### src/rtl/muldiv_pkg.sv
// Shared encodings, widths and FSM states for the HI/LO multiply/divide sequencer.
package muldiv_pkg;

  localparam int DATA_W = 32;
  localparam int PROD_W = 64;

  localparam logic [2:0] OP_MULT  = 3'd0;
  localparam logic [2:0] OP_MULTU = 3'd1;
  localparam logic [2:0] OP_DIV   = 3'd2;
  localparam logic [2:0] OP_DIVU  = 3'd3;
  localparam logic [2:0] OP_MTHI  = 3'd4;
  localparam logic [2:0] OP_MTLO  = 3'd5;

  typedef enum logic [1:0] {
    IDLE,
    MUL,
    DIV,
    DONE
  } state_t;

endpackage

### src/rtl/muldiv_hilo_reg.sv
// Architectural HI/LO pair; HI takes the upper half of the write port, LO the lower half.
module muldiv_hilo_reg
  import muldiv_pkg::*;
(
  input  logic              clk,
  input  logic              rst,
  input  logic              hi_we,
  input  logic              lo_we,
  input  logic [PROD_W-1:0] wdata,
  output logic [DATA_W-1:0] hi,
  output logic [DATA_W-1:0] lo
);

  always_ff @(posedge clk) begin
    if (rst) begin
      hi <= '0;
      lo <= '0;
    end else begin
      if (hi_we) hi <= wdata[PROD_W-1 -: DATA_W];
      if (lo_we) lo <= wdata[DATA_W-1:0];
    end
  end

endmodule

### src/rtl/muldiv_sched.sv
// Execute-stage sequencer for the pipelined multiplier and iterative divider;
// owns HI/LO, drives the pipeline stall and aborts work on flush.
module muldiv_sched
  import muldiv_pkg::*;
#(
  parameter int MUL_LAT     = 3,
  parameter int DIV_TIMEOUT = 40
) (
  input  logic              clk,
  input  logic              rst,
  input  logic              op_valid,
  input  logic [2:0]        op,
  input  logic [DATA_W-1:0] a,
  input  logic [DATA_W-1:0] b,
  input  logic              flush,
  input  logic              ex_hold,
  output logic              stall_o,
  output logic              done_o,
  output logic [DATA_W-1:0] hi_o,
  output logic [DATA_W-1:0] lo_o,
  output logic [DATA_W-1:0] mul_a,
  output logic [DATA_W-1:0] mul_b,
  output logic              mul_signed,
  input  logic [PROD_W-1:0] mul_p,
  output logic              div_start,
  output logic              div_signed,
  output logic              div_annul,
  output logic [DATA_W-1:0] div_a,
  output logic [DATA_W-1:0] div_b,
  input  logic              div_ready,
  input  logic [PROD_W-1:0] div_result,
  output logic              err_o
);

  localparam int CNT_W = 3;
  localparam int WD_W  = $clog2(DIV_TIMEOUT + 1);

  state_t            state;
  logic [CNT_W-1:0]  cnt;
  logic [WD_W-1:0]   wd;

  logic              launch_ok;
  logic              mul_go;
  logic              div_op;
  logic              div_go;
  logic              mul_fin;
  logic              div_fin;
  logic              hi_we;
  logic              lo_we;
  logic [PROD_W-1:0] wdata;

  assign launch_ok = (state == IDLE) && op_valid && !flush;
  assign mul_go    = launch_ok && (op == OP_MULT || op == OP_MULTU);
  assign div_op    = launch_ok && (op == OP_DIV || op == OP_DIVU);
  assign div_go    = div_op && (b != '0);
  assign mul_fin   = (state == MUL) && (cnt == '0) && !flush;
  assign div_fin   = (state == DIV) && div_ready && !flush;

  // The launch cycle must already stall so the instruction stays in E.
  assign stall_o = (state == MUL) || (state == DIV) || mul_go || div_go;

  assign hi_we = mul_fin || div_fin || (launch_ok && op == OP_MTHI);
  assign lo_we = mul_fin || div_fin || (launch_ok && op == OP_MTLO);

  always_comb begin
    wdata = {a, a};
    if (state == MUL)      wdata = mul_p;
    else if (state == DIV) wdata = div_result;
  end

  always_ff @(posedge clk) begin
    if (rst) begin
      state      <= IDLE;
      cnt        <= '0;
      wd         <= '0;
      mul_a      <= '0;
      mul_b      <= '0;
      mul_signed <= 1'b0;
      div_a      <= '0;
      div_b      <= '0;
      div_signed <= 1'b0;
      div_start  <= 1'b0;
      div_annul  <= 1'b0;
      done_o     <= 1'b0;
      err_o      <= 1'b0;
    end else begin
      done_o    <= 1'b0;
      div_annul <= 1'b0;
      case (state)
        IDLE: begin
          if (mul_go) begin
            mul_a      <= a;
            mul_b      <= b;
            mul_signed <= (op == OP_MULT);
            cnt        <= CNT_W'(MUL_LAT - 1);
            state      <= MUL;
          end else if (div_go) begin
            div_a      <= a;
            div_b      <= b;
            div_signed <= (op == OP_DIV);
            wd         <= '0;
            div_start  <= 1'b1;
            state      <= DIV;
          end else if (div_op) begin
            done_o <= 1'b1;
          end
        end
        MUL: begin
          if (flush) begin
            state <= IDLE;
          end else if (cnt == '0) begin
            done_o <= 1'b1;
            state  <= DONE;
          end else begin
            cnt <= cnt - 1'b1;
          end
        end
        DIV: begin
          // Flush and timeout both abort the divider without touching HI/LO.
          if (flush) begin
            div_start <= 1'b0;
            div_annul <= 1'b1;
            state     <= IDLE;
          end else if (div_ready) begin
            div_start <= 1'b0;
            done_o    <= 1'b1;
            state     <= DONE;
          end else if (wd == WD_W'(DIV_TIMEOUT - 1)) begin
            div_start <= 1'b0;
            div_annul <= 1'b1;
            err_o     <= 1'b1;
            state     <= DONE;
          end else begin
            wd <= wd + 1'b1;
          end
        end
        DONE: begin
          if (flush || !ex_hold) state <= IDLE;
        end
        default: state <= IDLE;
      endcase
    end
  end

  muldiv_hilo_reg u_hilo (
    .clk   (clk),
    .rst   (rst),
    .hi_we (hi_we),
    .lo_we (lo_we),
    .wdata (wdata),
    .hi    (hi_o),
    .lo    (lo_o)
  );

endmodule

### config.mk
export PLATFORM = sky130hd
export DESIGN_NAME = muldiv_sched
export DESIGN_NICKNAME = d
export VERILOG_FILES = /design/src/rtl/muldiv_pkg.sv /design/src/rtl/muldiv_hilo_reg.sv /design/src/rtl/muldiv_sched.sv
export SDC_FILE = /design/constraint.sdc
export NUM_CORES = 1
export LEC_CHECK = 0
export BUFFER_PORTS_ARGS = -buffer_cell sky130_fd_sc_hd__buf_2
export CORE_MARGIN = 8
export CORE_UTILIZATION = 25
export CTS_CLUSTER_DIAMETER = 100
export DETAILED_ROUTE_END_ITERATION = 8
export GPL_TIMING_DRIVEN = 0
export MAX_ROUTING_LAYER = met4
export PLACE_DENSITY = 0.54
export SYNTH_ARGS = -nofsm -noshare
export SYNTH_HDL_FRONTEND = slang
export SYNTH_SLANG_ARGS = --single-unit
### constraint.sdc
create_clock -name clk -period 2.55 [get_ports clk]
set_input_delay 0.51 -clock clk [delete_from_list [all_inputs] [get_ports clk]]
set_output_delay 0.51 -clock clk [all_outputs]
set_load 0.01 [all_outputs]
==> metrics.md <==
| Metric | Value |
|---|---|
| Remaining DRCs | 0 |
| R2R Setup Slk | 110 ps |
| CP peak stage delay | between 300 and 400 ps |
| Worst path slowest cell | or3_4 |
| Worst-Margin Slew | around 870 ps |
| DR iter-0 viols | 438 |
| GRT Residual Overflow | 0 |
| Global-route wire length before repair | 60,900 µm |
| Synthesized area per cell | 7.21 µm² |
| Crit share post-route | 104% |
| Largest net degree at the start of global routing | 15 |
| WP data required | roughly 2000 ps |
| Vias/cell | approximately 4.7 |
| Fmax | ~380 MHz |
| VDD IR max | roughly 0.4 mV |
| Commonest non-fill, non-tap cell in the layout | nand2_1 |
| Async set-reset flop share out of synthesis | 0% |
| Crit. End Element | output port |
| Netlist cell types | 44 |
| DP HPWL | ~33,000 µm |
| Hold WS | 247 ps |
| H-tree Lvls | 1 |
| Initial antenna violation count | 5 |
| Final Setup Violations | 1 |
| RSZ-0062 raised after global routing | true |
| Slack of the critical path | -91.5 ps |
| Die area | approximately 42,000 µm² |
| Register bit count reported by yosys | 209 |
| Syn nets | between 1,000 and 1,500 |
| Starting Density | ~25% |
| Routed len/inst | between 15 and 20 µm |
| Die Y | 204 µm |
| LEAKAGE | approximately 5.3 nW |
| Hold Buf Count CTS | 0 |
| Top cell type's share of synthesized area | between 40% and 50% |
| Number of max-cap violations | 0 |
| Worst skew pair latency | 520 ps |
| Yosys warning total | 0 |
| Final Util | between 30% and 40% |
| Post-synth EDFFs | 0 |
| CTS Buffer Depth | 3 |
| Core area | around 35,000 µm² |
| Seq/Total Area, Yosys | 47.3% |
| Worst hold path class | input pin to flip-flop |
| Post-route ant nets | 0 |
| Layout cells sized above 1 | between 20 and 30% |
| Num CTS Buffers | 25 |
| P&R area growth vs syn | 40.5% |
| CTS tree | built |
| Num rows | slightly below 70 |
| PwrDens | 850 nW/µm² |
| Ports | 400 |
| Syn Inst Count | between 1,000 and 1,500 |
| Final wirelength | around 42,000 µm |
| Setup Crit Path Kind | flip-flop to output port |
| I/O Buffers | just under 400 |
| WP data arrival | around 2100 ps |
| Drt pass-1 iters | 5 |
| Violated checks | negative setup slack |
| Inst Count DP | 2,084 |
| CTS Root Cell | clkbuf_16 |
| Worst-path clk slew | about 60 ps |
| Vias in the first global route | a little over 10,000 |
| Final GP Congestion | 0.893 |
| Total power | 0.0106 W |
| Outcome | complete, but fails checks |
| Critical path peak fanout | 3 |
| Crit path cell chain | inv_4 > ha_4 > and2b_1 > and4b_2 > o21a_4 > or3_4 > buf_6 |
| Top FF cell, synth | dfxtp_1 |
| Clock skew | about 8.4 ps |
| Worst setup SP type | flip-flop |
| Cell accounting for the most synthesized area | dfxtp_1 |
| CTS sink count | 209 |
| Max-slew violations | 0 |
| Post-route setup TNS | -91.5 ps |
| Layout fillers | between 3,000 and 4,000 |
| Minimum clock period | between 2000 and 3000 ps |
| Final hold vios | 0 |
| Finished Layout Cells | between 2,000 and 2,500 |
| GRT Resource Usage Total | between 10% and 20% |
| Area contributors post-synth | dfxtp_1, nand2_1, a21oi_1 |
| Most frequent cells in the layout | nand2_1, buf_2, a21oi_1 |
| Die Wd | about 200 µm |
| Max transition margin | 42.1% |
| Nets | 1,864 |
| Via count | 10,104 |
| Post-synth design cell area | 8840 µm² |
worst paths after layout:
| kind | startpoint | end | cells past startpoint |
|---|---|---|---|
| worst min register to register | u_hilo.hi[13] | u_hilo.hi[13] | 2 |
| worst max register to register | state[1] | mul_a[16] | 8 |
| worst min-delay path | a[11] | div_a[11] | 3 |
| worst max-delay path | state[1] | stall_o | 7 |
repair_timing:
action                     in CTS  in global routing
setup endpoints to repair     136                 37
buffers inserted               10                  1
hold endpoints to repair        0                  0
gates resized for setup        30                 16
pin swaps                       4                  1
registers in the layout (all words and copies together), names as in the netlist:
name / cells
cnt: 3
div_a: 32
div_annul: 1
div_b: 32
div_signed: 1
div_start: 1
done_o: 1
err_o: 1
mul_a: 32
mul_b: 32
mul_signed: 1
state: 2
u_hilo.hi: 32
u_hilo.lo: 32
wd: 6
cell families (layout without fill, tap and decap cells):
logic type      Yosys count  in the layout  share of synthesized area, %
buf+inv                 105            551                          4.77
other cells               0              5                             0
fa+ha+maj                 9              9                          1.27
flops                   209            209                          47.3
mux                       3              3                         0.340
compound gates          357            357                          21.3
simple gates            543            543                          25.0
synthesized netlist by cell type, types with 4 or more instances:
library cell / count
buf_2: 16
inv_1: 10
nand3_1: 4
nor2_1: 14
ha_1: 9
clkbuf_1: 68
nor3_1: 5
dfxtp_1: 209
buf_1: 9
a21oi_1: 262
nor4_1: 8
nand2_1: 462
o21ai_0: 66
nor2b_1: 34
critical path: cells and delay by family (launching register included):
kind | cells | cell delay, ps
flip-flops | 1 | 350
AO/OA/AOI/OAI | 1 | 130
adder cells (fa/ha/maj) | 1 | 160
buffers and inverters | 2 | 170
AND/OR/NAND/NOR | 3 | 800
final cells by class:
class	instances	area, µm²	share of cell area, %
clock buffers	33	696	5.60
clock inverters	12	164	1.32
well taps	461	577	4.64
diodes	5	12.5	0.101
plain buffers	88	373	3.00
inverters	10	42.5	0.342
repair buffers	408	2080	16.7
flip-flops and latches	209	4190	33.7
multi-input cells	912	4300	34.6
per-stage QoR:
step / setup WS, ps / instance area [µm²]
after global placement: -806 / 11400
after global routing: -157 / 12400
after detailed placement: -791 / 11400
final: -91.5 / 12400
after CTS: -184 / 12400
after floorplan: 11.6 / 8850
metal layers:
| metal | global-route usage, % | vias to the layer above | part of all wire [%] |
|---|---|---|---|
| met4 | 5.73 | 0 | 2.6 |
| li1 | - | 4922 | - |
| met5 | - | - | 0 |
| met1 | 23.0 | 4729 | 42 |
| met2 | 32.1 | 388 | 48 |
| met3 | 4.87 | 65 | 7.9 |
report_power, final:
| part | internal (W) | switching, W | leakage (nW) | total, W |
|---|---|---|---|---|
| registers | 0.00357 | 0.000168 | 1.69 | 0.00374 |
| clock network | 0.00232 | 0.00146 | 0.430 | 0.00378 |
| logic | 0.00103 | 0.00201 | 3.17 | 0.00304 |
Power figures use the tool's default switching activity.
